--- src/rtl/yuv422_to_rgb.sv ---
// yuv422_to_rgb: converts packed 4-pixel full-swing YUV422 words into 4-pixel
// RGB at 10 bit per colour. The datapath has three stages (chroma offset,
// multiply, sum/clamp/expand), each with its own valid bit. Every stage
// advances together, so bubbles are carried through rather than collapsed.
// A saturating counter records how many transferred words had any component
// clamped.
module yuv422_to_rgb #(
    parameter int PIXEL_DEPTH   = 10,
    parameter int PIXEL_PER_CLK = 4,
    parameter int CLIP_CNT_W    = 16
) (
    input  logic                                     clk_i,
    input  logic                                     reset_n_i,
    input  logic [16*PIXEL_PER_CLK-1:0]              yuv_i,
    input  logic                                     yuv_valid_i,
    output logic                                     yuv_ready_o,
    output logic [3*PIXEL_DEPTH*PIXEL_PER_CLK-1:0]   rgb_o,
    output logic                                     rgb_valid_o,
    input  logic                                     rgb_ready_i,
    input  logic                                     clip_clr_i,
    output logic [CLIP_CNT_W-1:0]                    clip_count_o
);

    localparam int RGB_W = 3 * PIXEL_DEPTH * PIXEL_PER_CLK;

    // Sign-extend a 9-bit two's-complement chroma value to 18 bits.
    function automatic logic signed [17:0] sx9(input logic [8:0] a);
        return {{9{a[8]}}, a};
    endfunction

    // Zero-extend an 8-bit luma value to a signed 18-bit operand.
    function automatic logic signed [17:0] zx8(input logic [7:0] a);
        return {10'd0, a};
    endfunction

    // Clamp to 0..255. Bit 8 of the result flags that clamping occurred.
    function automatic logic [8:0] clamp8(input logic signed [17:0] x);
        if (x < 18'sd0) begin
            return {1'b1, 8'h00};
        end else if (x > 18'sd255) begin
            return {1'b1, 8'hff};
        end else begin
            return {1'b0, x[7:0]};
        end
    endfunction

    // Widen to 10 bits by repeating the top bits, so that 255 maps to 1023.
    function automatic logic [9:0] expand10(input logic [7:0] c);
        return {c, c[7:6]};
    endfunction

    logic               adv;

    logic               s1_valid;
    logic [7:0]         s1_y [4];
    logic [8:0]         s1_u [2];
    logic [8:0]         s1_v [2];

    logic               s2_valid;
    logic [7:0]         s2_y  [4];
    logic signed [17:0] s2_pr [2];
    logic signed [17:0] s2_pg [2];
    logic signed [17:0] s2_pb [2];

    logic [RGB_W-1:0]   rgb_next;
    logic               clip_next;
    logic               clip_q;
    logic [8:0]         c_r;
    logic [8:0]         c_g;
    logic [8:0]         c_b;

    // All stages move together whenever the output register is empty or draining.
    assign adv         = !rgb_valid_o || rgb_ready_i;
    assign yuv_ready_o = adv;

    // S1: capture luma and remove the 128 chroma offset (U/V shared by pixel pairs).
    always_ff @(posedge clk_i or negedge reset_n_i) begin
        if (!reset_n_i) begin
            s1_valid <= 1'b0;
            for (int i = 0; i < 4; i++) s1_y[i] <= '0;
            for (int c = 0; c < 2; c++) begin
                s1_u[c] <= '0;
                s1_v[c] <= '0;
            end
        end else if (adv) begin
            s1_valid <= yuv_valid_i;
            s1_y[0]  <= yuv_i[63:56];
            s1_y[1]  <= yuv_i[47:40];
            s1_y[2]  <= yuv_i[31:24];
            s1_y[3]  <= yuv_i[15:8];
            s1_u[0]  <= {1'b0, yuv_i[55:48]} - 9'd128;
            s1_v[0]  <= {1'b0, yuv_i[39:32]} - 9'd128;
            s1_u[1]  <= {1'b0, yuv_i[23:16]} - 9'd128;
            s1_v[1]  <= {1'b0, yuv_i[7:0]}   - 9'd128;
        end
    end

    // S2: chroma products; 18-bit signed holds the worst case (454*-128) without wrap.
    always_ff @(posedge clk_i or negedge reset_n_i) begin
        if (!reset_n_i) begin
            s2_valid <= 1'b0;
            for (int i = 0; i < 4; i++) s2_y[i] <= '0;
            for (int c = 0; c < 2; c++) begin
                s2_pr[c] <= '0;
                s2_pg[c] <= '0;
                s2_pb[c] <= '0;
            end
        end else if (adv) begin
            s2_valid <= s1_valid;
            for (int i = 0; i < 4; i++) s2_y[i] <= s1_y[i];
            for (int c = 0; c < 2; c++) begin
                s2_pr[c] <= sx9(s1_v[c]) * 18'sd359;
                s2_pg[c] <= sx9(s1_u[c]) * 18'sd88 + sx9(s1_v[c]) * 18'sd183;
                s2_pb[c] <= sx9(s1_u[c]) * 18'sd454;
            end
        end
    end

    // S3 combinational part: round, add luma, clamp, widen and collect the clip flag.
    always_comb begin
        rgb_next  = '0;
        clip_next = 1'b0;
        c_r       = '0;
        c_g       = '0;
        c_b       = '0;
        for (int p = 0; p < 4; p++) begin
            c_r = clamp8(zx8(s2_y[p]) + ((s2_pr[p/2] + 18'sd128) >>> 8));
            c_g = clamp8(zx8(s2_y[p]) - ((s2_pg[p/2] + 18'sd128) >>> 8));
            c_b = clamp8(zx8(s2_y[p]) + ((s2_pb[p/2] + 18'sd128) >>> 8));
            rgb_next[RGB_W-1 - 30*p -: 10] = expand10(c_r[7:0]);
            rgb_next[RGB_W-11 - 30*p -: 10] = expand10(c_g[7:0]);
            rgb_next[RGB_W-21 - 30*p -: 10] = expand10(c_b[7:0]);
            clip_next = clip_next | c_r[8] | c_g[8] | c_b[8];
        end
    end

    // S3 register: output word, its valid, and its clip flag (gated so bubbles never count).
    always_ff @(posedge clk_i or negedge reset_n_i) begin
        if (!reset_n_i) begin
            rgb_o       <= '0;
            rgb_valid_o <= 1'b0;
            clip_q      <= 1'b0;
        end else if (adv) begin
            rgb_o       <= rgb_next;
            rgb_valid_o <= s2_valid;
            clip_q      <= s2_valid & clip_next;
        end
    end

    // Clip counter: clear wins over increment; saturates at all-ones.
    always_ff @(posedge clk_i or negedge reset_n_i) begin
        if (!reset_n_i) begin
            clip_count_o <= '0;
        end else if (clip_clr_i) begin
            clip_count_o <= '0;
        end else if (rgb_valid_o && rgb_ready_i && clip_q && !(&clip_count_o)) begin
            clip_count_o <= clip_count_o + {{(CLIP_CNT_W-1){1'b0}}, 1'b1};
        end
    end

endmodule
--- config.mk ---
export PLATFORM = sky130hd
export DESIGN_NAME = yuv422_to_rgb
export DESIGN_NICKNAME = d
export VERILOG_FILES = /design/src/rtl/yuv422_to_rgb.sv
export SDC_FILE = /design/constraint.sdc
export NUM_CORES = 1
export LEC_CHECK = 0
export BUFFER_PORTS_ARGS = -buffer_cell sky130_fd_sc_hd__buf_2
export CORE_ASPECT_RATIO = 0.7
export CORE_MARGIN = 4
export CORE_UTILIZATION = 51
export CTS_CLUSTER_SIZE = 24
export DETAILED_ROUTE_END_ITERATION = 8
export PLACE_DENSITY = 0.77
export RECOVER_POWER = 50
export SYNTH_ARGS = -nofsm -noshare
export SYNTH_HDL_FRONTEND = slang
export SYNTH_SLANG_ARGS = --single-unit
--- constraint.sdc ---
create_clock -name clk_i -period 6.8 [get_ports clk_i]
set_input_delay 1.36 -clock clk_i [delete_from_list [all_inputs] [get_ports clk_i]]
set_output_delay 1.36 -clock clk_i [all_outputs]
set_load 0.05 [all_outputs]
# Word-level counts from Yosys, hierarchy flattened
# Cells that the tools add are included.
totals:
  ff_bits: 346
op_classes:
  n_addsub: 25
  n_mul: 8
  n_lt_le_gt_ge: 24
  n_mux: 26
  bitwise: 12
  n_reduce_logical: 8
ops:
  columns: ["op", "count"]
  rows:
  - ["2-to-1 mux 9 bit", 24]
  - ["greater-than comparator 11 x 9 -> 1 bit (second input constant)", 12]
  - ["less-than comparator 11 x 1 -> 1 bit (second input constant)", 12]
  - ["adder 18 x 9 -> 18 bit (second input constant)", 6]
  - ["adder 9 x 10 -> 11 bit", 8]
  - ["subtractor 9 x 10 -> 11 bit", 4]
  - ["adder 17 x 18 -> 18 bit", 2]
  - ["multiplier 9 x 10 -> 18 bit (second input constant)", 2]
  - ["multiplier 9 x 9 -> 18 bit (second input constant)", 2]
  - ["subtractor 8 x 8 -> 9 bit (second input constant)", 4]
  - ["multiplier 9 x 9 -> 17 bit (second input constant)", 2]
  - ["2-to-1 mux 16 bit", 2]
  - ["multiplier 9 x 5 -> 14 bit (second input constant)", 2]
  - ["adder 16 x 1 -> 16 bit (second input constant)", 1]
  - ["AND reduction 16 bit", 1]
  - ["bitwise OR 1 bit", 11]
  - ["logical AND 1 bit", 3]
  - ["logical NOT 1 bit", 2]
  - ["nonzero test 2 bit", 1]
  - ["AND 1 bit", 1]
  - ["logical OR 1 bit", 1]

# Depth between registers and ports, before layout
# Gate-level depths: netlist of the first run.
logic_depth:
  word_depth: 17
  depth_mapped: 22
  depth_no_buf: 22

# Least setup slack after synthesis of the first run
# OpenSTA, ideal clock, no wires.
synth_timing:
  path_kind: "register -> register"
  from: "reg s1_v[7] (netlist bit)"
  to: "reg s2_pg[17] (netlist bit)"
  setup_ns: 0.137
  arrival_time_ns: 5.005
  required_ns: 6.663
  slack_ns: 1.658
  path_stages_with_launch: 18
  path_buffers: 1
  path_cell_list: "dfrtp_1 clkbuf_1 inv_1 ha_1 xnor2_1 fa_1 fa_1 fa_1 inv_1 fa_1 ha_1 and2_1 o21ai_0 a31oi_1 a211o_1 a21oi_1 xnor2_1 a21oi_1"
synth_between:
  elab_chain_len: 2
synth_lines:
  columns: ["item", "line_no", "rtl"]
  rows:
  - ["from (decl)", "57", "logic [8:0] s1_v [2];"]
  - ["multiplier 9 x 9 -> 18 bit", "113", "s2_pg[c] <= sx9(s1_u[c]) * 18'sd88 + sx9(s1_v[c]) * 18'sd183;"]
  - ["adder 17 x 18 -> 18 bit", "113", null]
  - ["to (signal, indexed assignment)", "113", null]
  - ["to (decl)", "62", "logic signed [17:0] s2_pg [2];"]
# Every way passes these cells.
# A chain may end at the register's enable or synchronous reset.

# Worst setup path after layout of the first run
layout_timing:
  from: "reg s1_v[16] (netlist bit)"
  to: "reg s2_pg[34] (netlist bit)"
# Same word-level chain as after synthesis.

==> out/metrics.cfg, run 1 <==
[route]
routed_wirelength_um = 63900
wl_per_cell_um = 16.8
dr.pass1.iters = 6
antenna_left = 0
vias_per_cell = 5.44
drcViolationCount = 0
num_vias = 20668
detail_route.iter0.violations = 1494

[layout]
drive_gt1_frac = 0.0893
multiInputGateArea_um2 = 17300
regArea_um2 = 6960
nFillCells = 4573
syn2layout_area_growth_pct = 9.05
fin_nets = 3696

[grt]
grt_pass1_vias = 20132
grt_max_degree = 157
track_usage = 0.231
antenna_found_initial = 0
grt_pass1_wl_um = 105000
grt_overflow = 0

[die]
die_y_um = 197
io_pins = 207
dieArea_um2 = 55000
core_um2 = 50800
die_w_um = 279
start_util = 0.515
num_rows = 69

[sta]
setup_tns_ns = 0
period_share = 0.828
rsz0062_at_grt = false
period_needed_ns = 5.63
skew_ns = 0.0223
max-slew-margin-rel = -1.49
setup_viol = 0
hold_viol = 0
maxSlewViolCount = 385
hold_slack_ns = 0.466
worst_slew_pin_slew_ns = 3.73
fmax_ghz = 0.178
worst_slack_ns = 1.17

[synth]
yosys.area.top_type = dfrtp_1
seq_area_frac_synth = 0.266
synth_area_per_cell_um2 = 8.86
synthFlopType = dfrtp_1
synth_nets = 3545
ys_types = 88
ys_top_cells_by_area = dfrtp_1 (27%), ha_1 (18%), fa_1 (11%)
synth_commonest_cells = inv_1 (384), ha_1 (377), nand2_1 (374)
yosysWarnings = 0
synth.ff_latch_count = 278
synth_edf_count = 0
synth.most_common_cell = inv_1
netlist_instances = 2951
async_flop_share = 1.00
post_synth_instance_area_um2 = 26200
synth_top_area_frac = 0.266

[run_status]
status = finished with violations
violations = capacitance limit, slew limit

[placement]
dpl.hpwl_um = 50100
pre_cts_ws_ns = 1.25
port_buffers = 206
routabilityCongestion = 0.954

[worst_hold_path]
hold_depth = 2
worstHoldPathType = reg2reg

[clock_network]
cts_tree = yes
path_clk_slew_ns = 0.07
ctsHoldBuffers = 0
clk_latency_ns = 0.58
cts_max_path_buffers = 3
post_cts_resized = 0
cts_setup_buffers = 0
cts_made_buffers = 29
h-tree-depth = 1
clockRootBuffer = clkbuf_16
cts_sinks = 278

[worst_setup_path]
worst_setup_path_end_kind = flop
critPathLaunchType = flop
r2r_cells = 16
cp.required_ns = 7.10
arrival_ns = 5.93
path_class = reg2reg
crit_fanout = 15

[job]
max-cap-violations = 4

==> critical path, cell delays in order, from the launching register on <==
cell     delay [ns]
dfrtp_1        0.80
inv_1          0.23
ha_1           0.56
xnor2_1        0.20
fa_1           0.47
fa_1           0.48
fa_1           0.56
inv_1          0.06
fa_1           0.48
ha_1           0.32
nand3_1        0.07
a21oi_1        0.21
nor3_1         0.12
o31ai_1        0.36
a21oi_1        0.17
xor2_1         0.17
a21oi_1        0.08
==> path summary, 6_finish.rpt <==
path	slack, ns	from	endpoint
setup / recovery	1.17	s1_v[16]$_DFFE_PN0P_	s2_pg[34]$_DFFE_PN0P_
hold / removal	0.47	s1_valid$_DFFE_PN0P_	s2_valid$_DFFE_PN0P_
setup reg to reg	1.17	s1_v[16]$_DFFE_PN0P_	s2_pg[34]$_DFFE_PN0P_
hold reg to reg	0.47	s1_valid$_DFFE_PN0P_	s2_valid$_DFFE_PN0P_
max in group asynchronous	1.54	reset_n_i	s2_y[26]$_DFFE_PN0P_
min in group asynchronous	2.05	reset_n_i	rgb_o[24]$_DFFE_PN0P_
==> cell usage in the layout, fill, tap and decap left out, drive strengths merged, types with 8 or more instances in the layout <==
master and instances:
nand2 374, fa 148, ha 377, a22o 17, a21o 18, o31ai 29
a311oi 11, inv 386, nand3 64, o21bai 11, buf 184, nor2 232
clkinv 8, and3 22, dfrtp 278, o31a 8, xnor2 149, nand4 12
or2 19, o21ai 180, a31oi 8, nand2b 19, or3 13, and2 14
o41ai 10, clkbuf 72, nor2b 19, nor4 9, xor2 83, nor3 41
o21a 39, a211oi 26, a21oi 148
==> final cells by class <==
type / count / area share
Antenna cell: 1 / 0.0000877
Multi-Input combinational cell: 2193 / 0.606
Timing Repair Buffer: 214 / 0.0376
Clock inverter: 10 / 0.00219
Inverter: 386 / 0.0511
Clock buffer: 42 / 0.0293
Sequential cell: 278 / 0.244
Tap cell: 674 / 0.0296
==> sequential cells by signal, summed over array words and instances, names as in the netlist <==
signal        flops
s2_y             32
s1_valid          1
rgb_valid_o       1
s1_v             16
rgb_o            96
s1_u             16
s2_pg            22
s2_pb            22
clip_count_o     16
s2_valid          1
clip_q            1
s1_y             32
s2_pr            22
==> stage by stage <==
stage	utilization	std cells	cell area, um^2
after floorplan	-	2951	26200
after global placement	0.546	3745	27700
after detailed placement	0.546	3745	27700
after CTS	0.563	3797	28600
after global routing	0.562	3797	28500
final	0.562	3798	28500
==> cells by family (layout without fill, tap and decap cells) <==
| group | after synthesis | after routing | share of synthesized area |
|---|---|---|---|
| AND/OR/NAND/NOR | 859 | 859 | 0.146 |
| flip-flops | 278 | 278 | 0.266 |
| other | 0 | 1 | 0 |
| AO/OA/AOI/OAI | 565 | 565 | 0.139 |
| XOR/XNOR | 232 | 232 | 0.0784 |
| multiplexers | 8 | 8 | 0.00316 |
| buffers and inverters | 480 | 652 | 0.0729 |
| adder cells (fa/ha/maj) | 529 | 529 | 0.295 |
==> layer usage <==
layer / routed length (um) / up-vias / track usage / share of wire
li1: - / 10164 / - / -
met2: 28500 / 530 / 0.368 / 0.45
met5: 0 / - / 0 / 0
met1: 29700 / 9882 / 0.338 / 0.47
met4: 1400 / 0 / 0.0493 / 0.022
met3: 4270 / 92 / 0.0351 / 0.067
Power of run 1 is left out: the tool's default activity adds up to more than one toggle a clock period on the data nets, which glitch-free logic cannot reach.
==> run 2: changes to the inputs <==
ABC_AREA = 1   (was not set)
PLACE_DENSITY = 0.76   (was 0.77)
clock period = 5.5 ns   (was 6.8 ns; I/O delays follow)
==> out/metrics.cfg, run 2 <==
[synth]
synth_area_per_cell_um2 = 8.01
async_flop_share = 1.00
post_synth_instance_area_um2 = 26800
yosys.area.top_type = dfrtp_1
seq_area_frac_synth = 0.259
synth.most_common_cell = nand2_1
synthFlopType = dfrtp_1
synth.ff_latch_count = 278
netlist_instances = 3347
synth_edf_count = 0
synth_nets = 3941
yosysWarnings = 0
synth_top_area_frac = 0.259
ys_types = 57
ys_top_cells_by_area = dfrtp_1 (26%), ha_1 (18%), fa_1 (11%)
synth_commonest_cells = nand2_1 (745), inv_1 (587), ha_1 (377)

[placement]
dpl.hpwl_um = 54400
routabilityCongestion = 0.943
pre_cts_ws_ns = 0.206
port_buffers = 206
placed_cell_area_um2 = 28500

[route]
vias_per_cell = 5.10
detail_route.iter0.violations = 1804
dr.pass1.iters = 7
antenna_left = 0
routed_wirelength_um = 67200
num_vias = 21629
wl_per_cell_um = 15.9
drcViolationCount = 0

[die]
die_y_um = 200
core_um2 = 52100
dieArea_um2 = 56400
start_util = 0.515
die_w_um = 282
num_rows = 70
io_pins = 207

[grt]
grt_max_degree = 102
grt_overflow = 0
antenna_found_initial = 3
grt_pass1_wl_um = 110000
track_usage = 0.240
grt_pass1_vias = 20657

[layout]
stdcell_area_um2 = 29500
drive_gt1_frac = 0.0957
largest_register_ffs = 96
fin_nets = 4123
final_cell_mix = nand2_1 (745), inv_1 (586), ha_1 (377)
reg_top3 = rgb_o (96), s1_y (32), s2_y (32)
regMostFlops = rgb_o
final_common_cell = nand2_1
syn2layout_area_growth_pct = 10.1

[worst_setup_path]
worst_setup_path_end_kind = flop
cpLargestDelayFamily = adder cells
cp_num_buf_inv = 3
critPathLaunchType = flop
max_stage_delay_ns = 0.56
crit_chain = inv_1 > ha_1 > or2_2 > fa_1 > fa_1 > fa_1 > inv_1 > fa_1 > inv_1 > ha_1 > a21oi_1 > o21ai_0 > a21oi_2 > o21ai_0 > nand2_1 > nand2_1 > a21o_1 > or2_2 > nand3_1 > o21ai_0
cp.required_ns = 5.96
arrival_ns = 5.62
crit_slowest_cell = fa_1
crit_top_cell = fa_1
path_class = reg2reg
crit_fanout = 6

[sta]
worst_slack_ns = 0.344
rsz0062_at_grt = false
hold_slack_ns = 0.473
hold_viol = 0
setup_viol = 0
skew_ns = 0.0130
setup_tns_ns = 0
fmax_ghz = 0.194
worst_slew_pin_slew_ns = 2.55
maxSlewViolCount = 205
period_share = 0.937
max-slew-margin-rel = -0.699
period_needed_ns = 5.16

[clock_network]
cts_sinks = 278
cts_max_path_buffers = 3
ctsHoldBuffers = 0
clk_latency_ns = 0.61
cts_made_buffers = 31
cts_tree = yes
h-tree-depth = 1
path_clk_slew_ns = 0.06
clockRootBuffer = clkbuf_16

[run_status]
violations = capacitance limit, slew limit
status = finished with violations

[worst_hold_path]
worstHoldPathType = reg2reg

[job]
max-cap-violations = 3

## run 2: final cells by class
| cell class | count | area [um^2] |
|---|---|---|
| diodes | 1 | 2.50 |
| clock buffers | 41 | 873 |
| clock inverters | 15 | 216 |
| fillers | 4808 | 22600 |
| inverters | 592 | 2230 |
| multi-input cells | 2398 | 17200 |
| flip-flops and latches | 278 | 6960 |
| well taps | 684 | 856 |
| repair buffers | 228 | 1140 |
## run 2: worst register-to-register path: cells and delay by family (launching register included)
kind	cells	cell delay [ns]
buffers and inverters	3	0.21
adder cells (fa/ha/maj)	6	2.63
flip-flops	1	0.43
AND/OR/NAND/NOR	5	0.87
AO/OA/AOI/OAI	6	0.87
## run 2: cells by family (layout without fill, tap and decap cells)
kind of cell,count (synthesis),after routing,share of synthesized area
xor+xnor,174,174,0.0591
fa+ha+maj,525,525,0.286
compound gates,509,509,0.108
buf+inv,671,876,0.0975
flops,278,278,0.259
other cells,0,1,0
simple gates,1190,1190,0.190
## run 2: through the flow
| step | std cells | util |
|---|---|---|
| after CTS | 4235 | 0.568 |
| after global placement | 4179 | 0.547 |
| final | 4237 | 0.567 |
| after floorplan | 3347 | - |
| after global routing | 4236 | 0.566 |
| after detailed placement | 4179 | 0.547 |
## run 2: worst paths after layout
path	from	end	slack, ns	depth (start not counted)
hold / removal	s2_valid$_DFFE_PN0P_	rgb_valid_o$_DFFE_PN0P_	0.47	2
setup reg to reg	s1_v[6]$_DFFE_PN0P_	s2_pg[15]$_DFFE_PN0P_	0.34	20
setup / recovery	s1_v[6]$_DFFE_PN0P_	s2_pg[15]$_DFFE_PN0P_	0.34	20
max in group asynchronous	reset_n_i	s1_v[6]$_DFFE_PN0P_	1.14	2
min in group asynchronous	reset_n_i	s1_u[4]$_DFFE_PN0P_	1.21	1
hold reg to reg	s2_valid$_DFFE_PN0P_	rgb_valid_o$_DFFE_PN0P_	0.47	2
## run 2: repair_timing
action / CTS / global route
setup buffers: 0 / 1
setup endpoints to repair: 0 / 4
resized for setup: 0 / 2
endpoints found under the hold margin: 0 / 0
## run 2: per-layer routing
metal,GRT usage,wire length (um)
met1,0.388,35000
met2,0.329,25700
met3,0.0528,5190
met4,0.0437,1290
met5,0,27
Power of run 2 is left out for the same reason.
